===== src/rtl/ccd_adc_capture_pkg.sv =====
`default_nettype none
// ============================================================================
//  Module      : ccd_adc_capture_pkg
//  Description : FSM encoding, pixel-tag layout and ILX511B frame constants
//                shared by the ADC capture path and the ILX511B timing logic.
//  Revision    : 1.0 - initial release
// ============================================================================
package ccd_adc_capture_pkg;

  localparam int c_PIX_IDX_W = 12;

  // ILX511B frame geometry: 32 leading dummies, 2048 effective, 6 trailing
  localparam int c_ILX_PIX_TOTAL = 2086;
  localparam int c_ILX_SKIP_HEAD = 32;
  localparam int c_ILX_PIX_OUT   = 2048;

  localparam logic [1:0] c_ST_IDLE  = 2'd0;
  localparam logic [1:0] c_ST_CONV  = 2'd1;
  localparam logic [1:0] c_ST_SHIFT = 2'd2;
  localparam logic [1:0] c_ST_DONE  = 2'd3;

  typedef struct packed {
    logic                   sof;
    logic                   eof;
    logic [c_PIX_IDX_W-1:0] idx;
  } pix_tag_t;

  localparam int c_TAG_W = $bits(pix_tag_t);

  function automatic logic pix_in_window(
    input logic [c_PIX_IDX_W-1:0] n,
    input logic [c_PIX_IDX_W-1:0] first,
    input logic [c_PIX_IDX_W-1:0] last_excl
  );
    return (n >= first) && (n < last_excl);
  endfunction

endpackage
`default_nettype wire


===== src/rtl/ccd_pix_fifo.sv =====
`default_nettype none
// ============================================================================
//  Module      : ccd_pix_fifo
//  Description : Synchronous first-word-fall-through FIFO for tagged pixels.
//  Revision    : 1.0 - initial release
// ============================================================================
module ccd_pix_fifo #(
  parameter int WIDTH = 30,
  parameter int DEPTH = 8
) (
  input  logic             clk,
  input  logic             rst,
  input  logic             i_flush,
  input  logic             i_wr_en,
  input  logic [WIDTH-1:0] i_wr_data,
  input  logic             i_rd_en,
  output logic [WIDTH-1:0] o_rd_data,
  output logic             o_empty,
  output logic             o_full
);

  localparam int ADDR_W = $clog2(DEPTH);
  localparam int CNT_W  = ADDR_W + 1;
  localparam logic [CNT_W-1:0] c_FULL = CNT_W'(DEPTH);

  logic [WIDTH-1:0]  r_mem [DEPTH];
  logic [ADDR_W-1:0] r_wr_ptr;
  logic [ADDR_W-1:0] r_rd_ptr;
  logic [CNT_W-1:0]  r_count;
  logic              w_rd;
  logic              w_wr;

  assign o_empty = (r_count == '0);
  assign o_full  = (r_count == c_FULL);
  assign w_rd    = i_rd_en && !o_empty;
  // A pop in the same cycle frees the slot, so a write into a full FIFO succeeds
  assign w_wr    = i_wr_en && (!o_full || w_rd);

  // Head is gated so the output reads zero while nothing is stored
  assign o_rd_data = o_empty ? '0 : r_mem[r_rd_ptr];

  always_ff @(posedge clk) begin
    if (w_wr) begin
      r_mem[r_wr_ptr] <= i_wr_data;
    end
  end

  always_ff @(posedge clk) begin
    if (rst || i_flush) begin
      r_wr_ptr <= '0;
      r_rd_ptr <= '0;
      r_count  <= '0;
    end else begin
      if (w_wr) begin
        r_wr_ptr <= r_wr_ptr + 1'b1;
      end
      if (w_rd) begin
        r_rd_ptr <= r_rd_ptr + 1'b1;
      end
      case ({w_wr, w_rd})
        2'b10:   r_count <= r_count + 1'b1;
        2'b01:   r_count <= r_count - 1'b1;
        default: r_count <= r_count;
      endcase
    end
  end

endmodule
`default_nettype wire


===== src/rtl/ccd_adc_capture.sv =====
`default_nettype none
// ============================================================================
//  Module      : ccd_adc_capture
//  Description : Serial-ADC conversion sequencer with pixel tagging, head-dummy
//                removal and a FWFT valid/ready output buffer.
//  Revision    : 1.0 - initial release
// ============================================================================
module ccd_adc_capture
  import ccd_adc_capture_pkg::*;
#(
  parameter int DATA_W     = 16,
  parameter int CNV_CYCLES = 40,
  parameter int SCK_DIV    = 2,
  parameter int PIX_TOTAL  = c_ILX_PIX_TOTAL,
  parameter int SKIP_HEAD  = c_ILX_SKIP_HEAD,
  parameter int PIX_OUT    = c_ILX_PIX_OUT,
  parameter int FIFO_DEPTH = 8
) (
  input  logic                   sys_clk,
  input  logic                   sys_rst,
  input  logic                   flag_adc_start,
  input  logic                   flag_adc_restart,
  output logic                   adc_cnv,
  output logic                   adc_sck,
  input  logic                   adc_sdo,
  output logic [DATA_W-1:0]      pix_data,
  output logic [c_PIX_IDX_W-1:0] pix_idx,
  output logic                   pix_sof,
  output logic                   pix_eof,
  output logic                   pix_valid,
  input  logic                   pix_ready,
  output logic                   frame_done,
  output logic                   err_overlap,
  output logic                   err_overrun
);

  localparam int CNT_W  = $clog2(CNV_CYCLES + 1);
  localparam int DIV_W  = $clog2(SCK_DIV + 1);
  localparam int BIT_W  = $clog2(DATA_W + 1);
  localparam int FIFO_W = DATA_W + c_TAG_W;

  localparam logic [CNT_W-1:0]       c_CNV_LAST  = CNT_W'(CNV_CYCLES - 1);
  localparam logic [DIV_W-1:0]       c_DIV_LAST  = DIV_W'(SCK_DIV - 1);
  localparam logic [BIT_W-1:0]       c_BIT_LAST  = BIT_W'(DATA_W - 1);
  localparam logic [c_PIX_IDX_W-1:0] c_SKIP      = c_PIX_IDX_W'(SKIP_HEAD);
  localparam logic [c_PIX_IDX_W-1:0] c_WIN_END   = c_PIX_IDX_W'(SKIP_HEAD + PIX_OUT);
  localparam logic [c_PIX_IDX_W-1:0] c_IDX_LAST  = c_PIX_IDX_W'(PIX_OUT - 1);
  localparam logic [c_PIX_IDX_W-1:0] c_TOTAL     = c_PIX_IDX_W'(PIX_TOTAL);
  localparam logic [c_PIX_IDX_W-1:0] c_TOTAL_M1  = c_PIX_IDX_W'(PIX_TOTAL - 1);

  logic [1:0]             r_state;
  logic [CNT_W-1:0]       r_cnv_cnt;
  logic [DIV_W-1:0]       r_div;
  logic [BIT_W-1:0]       r_bit;
  logic                   r_cnv;
  logic                   r_sck;
  logic [DATA_W-1:0]      r_shift;
  logic [c_PIX_IDX_W-1:0] r_pix_n;
  logic                   r_frame_done;
  logic                   r_err_overlap;
  logic                   r_err_overrun;
  logic                   r_push;
  logic [FIFO_W-1:0]      r_push_word;

  pix_tag_t               w_tag;
  logic                   w_in_window;
  logic                   w_pop;
  logic                   w_fifo_full;
  logic                   w_fifo_empty;
  logic                   w_overrun;
  logic [FIFO_W-1:0]      w_head;

  assign w_in_window = pix_in_window(r_pix_n, c_SKIP, c_WIN_END);

  always_comb begin
    w_tag     = '0;
    w_tag.idx = r_pix_n - c_SKIP;
    w_tag.sof = (w_tag.idx == '0);
    w_tag.eof = (w_tag.idx == c_IDX_LAST);
  end

  assign w_pop     = pix_valid && pix_ready;
  assign w_overrun = r_push && w_fifo_full && !w_pop;

  always_ff @(posedge sys_clk) begin
    if (sys_rst || flag_adc_restart) begin
      r_state       <= c_ST_IDLE;
      r_cnv_cnt     <= '0;
      r_div         <= '0;
      r_bit         <= '0;
      r_cnv         <= 1'b0;
      r_sck         <= 1'b0;
      r_shift       <= '0;
      r_pix_n       <= '0;
      r_frame_done  <= 1'b0;
      r_err_overlap <= 1'b0;
      r_err_overrun <= 1'b0;
      r_push        <= 1'b0;
      r_push_word   <= '0;
    end else begin
      r_frame_done <= 1'b0;
      r_push       <= 1'b0;
      if (flag_adc_start && (r_state != c_ST_IDLE)) begin
        r_err_overlap <= 1'b1;
      end
      if (w_overrun) begin
        r_err_overrun <= 1'b1;
      end
      case (r_state)
        c_ST_IDLE: begin
          if (flag_adc_start) begin
            r_state   <= c_ST_CONV;
            r_cnv     <= 1'b1;
            r_cnv_cnt <= '0;
          end
        end
        c_ST_CONV: begin
          if (r_cnv_cnt == c_CNV_LAST) begin
            r_state <= c_ST_SHIFT;
            r_cnv   <= 1'b0;
            r_div   <= '0;
            r_bit   <= '0;
          end else begin
            r_cnv_cnt <= r_cnv_cnt + 1'b1;
          end
        end
        c_ST_SHIFT: begin
          if (r_div == c_DIV_LAST) begin
            r_div <= '0;
            if (!r_sck) begin
              // Data is captured on the same edge that raises SCK
              r_sck   <= 1'b1;
              r_shift <= {r_shift[DATA_W-2:0], adc_sdo};
            end else begin
              r_sck <= 1'b0;
              if (r_bit == c_BIT_LAST) begin
                r_state <= c_ST_DONE;
              end else begin
                r_bit <= r_bit + 1'b1;
              end
            end
          end else begin
            r_div <= r_div + 1'b1;
          end
        end
        c_ST_DONE: begin
          r_state <= c_ST_IDLE;
          if (r_pix_n != c_TOTAL) begin
            r_pix_n <= r_pix_n + 1'b1;
            if (r_pix_n == c_TOTAL_M1) begin
              r_frame_done <= 1'b1;
            end
          end
          if (w_in_window) begin
            r_push      <= 1'b1;
            r_push_word <= {w_tag, r_shift};
          end
        end
        default: begin
          r_state <= c_ST_IDLE;
        end
      endcase
    end
  end

  ccd_pix_fifo #(
    .WIDTH (FIFO_W),
    .DEPTH (FIFO_DEPTH)
  ) u_fifo (
    .clk       (sys_clk),
    .rst       (sys_rst),
    .i_flush   (flag_adc_restart),
    .i_wr_en   (r_push),
    .i_wr_data (r_push_word),
    .i_rd_en   (pix_ready),
    .o_rd_data (w_head),
    .o_empty   (w_fifo_empty),
    .o_full    (w_fifo_full)
  );

  assign adc_cnv     = r_cnv;
  assign adc_sck     = r_sck;
  assign pix_valid   = !w_fifo_empty;
  assign pix_data    = w_head[DATA_W-1:0];
  assign pix_idx     = w_head[DATA_W +: c_PIX_IDX_W];
  assign pix_eof     = w_head[DATA_W + c_PIX_IDX_W];
  assign pix_sof     = w_head[DATA_W + c_PIX_IDX_W + 1];
  assign frame_done  = r_frame_done;
  assign err_overlap = r_err_overlap;
  assign err_overrun = r_err_overrun;

endmodule
`default_nettype wire

===== config.mk =====
export PLATFORM = sky130hd
export DESIGN_NAME = ccd_adc_capture
export DESIGN_NICKNAME = d
export VERILOG_FILES = /design/src/rtl/ccd_adc_capture_pkg.sv /design/src/rtl/ccd_pix_fifo.sv /design/src/rtl/ccd_adc_capture.sv
export SDC_FILE = /design/constraint.sdc
export NUM_CORES = 1
export LEC_CHECK = 0
export ABC_AREA = 1
export BUFFER_PORTS_ARGS = -buffer_cell sky130_fd_sc_hd__buf_2
export CAP_MARGIN = 5
export CORE_ASPECT_RATIO = 1.5
export CORE_UTILIZATION = 64
export CTS_BUF_LIST = sky130_fd_sc_hd__clkbuf_8
export CTS_CLUSTER_DIAMETER = 80
export DETAILED_ROUTE_END_ITERATION = 8
export MAX_ROUTING_LAYER = met4
export PLACE_DENSITY = 0.81
export SETUP_SLACK_MARGIN = 0.2
export SLEW_MARGIN = 0
export SYNTH_ARGS = -nofsm -noshare
export SYNTH_HDL_FRONTEND = slang
export SYNTH_SLANG_ARGS = --single-unit

===== constraint.sdc =====
create_clock -name sys_clk -period 3.8 [get_ports sys_clk]
set_input_delay 0.76 -clock sys_clk [delete_from_list [all_inputs] [get_ports sys_clk]]
set_output_delay 0.76 -clock sys_clk [all_outputs]
set_load 0.005 [all_outputs]

==> results.sh <==
export IMPL_status="complete, no violations"
export IMPL_clockBufferDepth=3
export IMPL_synth_distinct_cells=31
export IMPL_clkSinkCount=332
export IMPL_clkSlewWorstSetupHoldPaths_ns=0.07
export IMPL_drt_total_wl_mm=28.0
export IMPL_clock_root_buffer="clkbuf_8"
export IMPL_synth_nets=1297
export IMPL_grt_pass1_vias=8934
export IMPL_rsz0062_at_grt="no"
export IMPL_place_gp_congestion=0.857
export IMPL_cts_tree="yes"
export IMPL_crit_path_max_fanout=31
export IMPL_syn2layout_area_growth_pct=9.87
export IMPL_final_area_sq_um=14700
export IMPL_post_place_ws_ns=1.01
export IMPL_whs_ns=0.452
export IMPL_end_kind="output port"
export IMPL_slew_viol_final=0
export IMPL_switching_share_pct=20.5
export IMPL_drc=0
export IMPL_vias_per_cell=5.79
export IMPL_cp_cell_sequence="buf_4 > o21ai_0 > o22ai_1 > o21ai_0 > a31oi_1 > buf_2"
export IMPL_ys_ff_latch=332
export IMPL_final_cell_mix="nor2_1, edfxtp_1, o21ai_0, nand2_1, dfxtp_1"
export IMPL_setup_slack_ns=0.462
export IMPL_timing_slew_headroom_pct=47.4
export IMPL_finalPower_mw=6.45
export IMPL_setup_tns_ns=0
export IMPL_cap_violations=0
export IMPL_grt_overflow_total=0
export IMPL_clockPowerShare_pct=39.1
export IMPL_min_period_ns=3.34
export IMPL_power_density_nw_per_um2=439
export IMPL_ys_seq_area_share_pct=67.6
export IMPL_arrival_ns=2.58
export IMPL_hold_viol=0
export IMPL_max_freq_mhz=300
export IMPL_first_pass_iters=5
export IMPL_syn_avg_cell_area_sq_um=10.5
export IMPL_grt_usage_pct=27.4
export IMPL_cp_slowest_cell="dfxtp_2"
export IMPL_htreeDepth=2
export IMPL_drive_gt1_share_pct=10.2
export IMPL_switchingPower_mw=1.32
export IMPL_fin_skew_ns=0.0214
export IMPL_clk_latency_ns=0.55
export IMPL_combPwrFrac_pct=1.4
export IMPL_slowest_delay_ns=0.70
export IMPL_dpl_cell_area_sq_um=13900
export IMPL_die_area_sq_um=21500
export IMPL_final_common_cell="nor2_1"
export IMPL_crit_top_cell="o21ai_0"
export IMPL_intPower_mw=5.13
export IMPL_syn_area_sq_um=13400
export IMPL_portBuffers=41
export IMPL_syn_inst=1271
export IMPL_wire_per_inst_microns=17.4
export IMPL_drtIter0Drc=864
export IMPL_num_rows=64
export IMPL_critPathKind="reg2out"
export IMPL_ctsHoldBuffers=0
export IMPL_diodes=0
export IMPL_ant_nets=0
export IMPL_p_seq_share_pct=59.5
export IMPL_num_vias=9329
export IMPL_core_area_sq_um=20400
export IMPL_die_w_microns=120
export IMPL_final_period_utilization_pct=87.8
export IMPL_ir_drop_v=0.000321
export IMPL_p_leak_nw=5.14
export IMPL_cts_buffers=45
export IMPL_grt_max_degree=49
export IMPL_initial_core_util_pct=65.6
export IMPL_ios=42
export IMPL_chipHeight_microns=179
export IMPL_setup_viol=0
export IMPL_crit_required_ns=3.04
export IMPL_critPathLaunchType="flop"
export IMPL_yosysWarnings=0
export IMPL_layout_nets=1339
export IMPL_dp_hpwl_mm=16.6
export IMPL_antenna_found_initial=0
export IMPL_worst_slew_pin_slew_ns=0.788
export IMPL_grt_pass1_wl_mm=44.2
export IMPL_min_path_type="reg2reg"
[worst max-delay path: cells and delay by family, from the launching register on]
kind / cells / cell delay, ns
DFF: 1 / 0.70
AOI/OAI and AO/OA: 4 / 0.70
buffers and inverters: 2 / 0.62
[cells by family after synthesis]
logic type	synth area share [%]
and+or+nand+nor	13.7
DFF	67.6
AOI/OAI and AO/OA	12.3
buffers and inverters	4.14
adders and majority gates	1.87
xor gates and xnor gates	0.392
[routing by layer]
metal / track usage, % / up-vias / share of wire [%]
met5: - / - / 0
met4: 11.9 / 0 / 2.7
met3: 3.53 / 68 / 6.5
met2: 46.2 / 353 / 51
met1: 33.2 / 4394 / 40
li1: - / 4514 / -
[power groups by stage]
stage	Sequential [mW]	Clock [mW]	Combinational (mW)
finish	3.84	2.53	0.0877
floorplan	3.92	0	0.0640
global placement	3.92	0	0.0847
global route	3.84	2.71	0.0999
CTS	3.84	2.56	0.0879
detailed placement	3.92	0	0.0868
[metrics by stage]
stage | std cells | utilization [%]
2_1_floorplan | 1271 | -
3_3_place_gp | 1530 | 67.9
3_5_place_dp | 1530 | 67.9
4_1_cts | 1611 | 72.0
5_1_grt | 1611 | 72.1
6_report | 1611 | 72.1
[area by class of cell]
type | instances | area, sq um
clock buffer | 46 | 633
inverter | 68 | 258
multi-input combinational | 803 | 3840
tap | 264 | 330
fill | 1406 | 5710
timing repair buffer | 63 | 395
clock inverter | 35 | 206
sequential | 332 | 9050
[timing repair]
| item | 4_1_cts | 5_1_grt |
|---|---|---|
| endpoints found under the setup margin | 0 | 1 |
| setup buffers | 0 | 0 |
| resized for setup | 0 | 2 |
[flip-flops by register name, indices dropped and copies added (netlist names), 3 cells and up, named ones only]
signal           flops
u_fifo.r_wr_ptr      3
r_shift             16
u_fifo.r_mem       240
u_fifo.r_count       4
u_fifo.r_rd_ptr      3
r_cnv_cnt            6
r_push_word         30
r_pix_n             12
r_bit                5
[synth_stat cells, drive strengths merged]
cell type,count,share of area [%]
nor2,271,7.7
edfxtp,240,54
o21ai,193,7.2
nand2,138,3.9
dfxtp,92,14
inv,67,1.9
a21oi,60,2.2
clkbuf,45,1.3
a31oi,30,1.4
o22ai,30,1.4
buf,23,0.97
nand3,23,0.90
ha,20,1.9
nor3,18,0.67
nand4,9,0.42
xor2,5,0.33
and2,1,0.047
and3,1,0.047
clkinv,1,0.028
nor3b,1,0.056
nor4,1,0.047
o31ai,1,0.056
xnor2,1,0.065
[worst paths after layout]
kind | startpoint | to | slack, ns | depth (start not counted)
max | flop | pix_data[4] | 0.46 | 6
min | err_overrun | err_overrun | 0.45 | 2
max reg2reg | u_fifo.r_count[1] | u_fifo.r_count[2] | 1.30 | 12
min reg2reg | err_overrun | err_overrun | 0.45 | 2
Note: power is estimated with default switching activity, not from simulation.
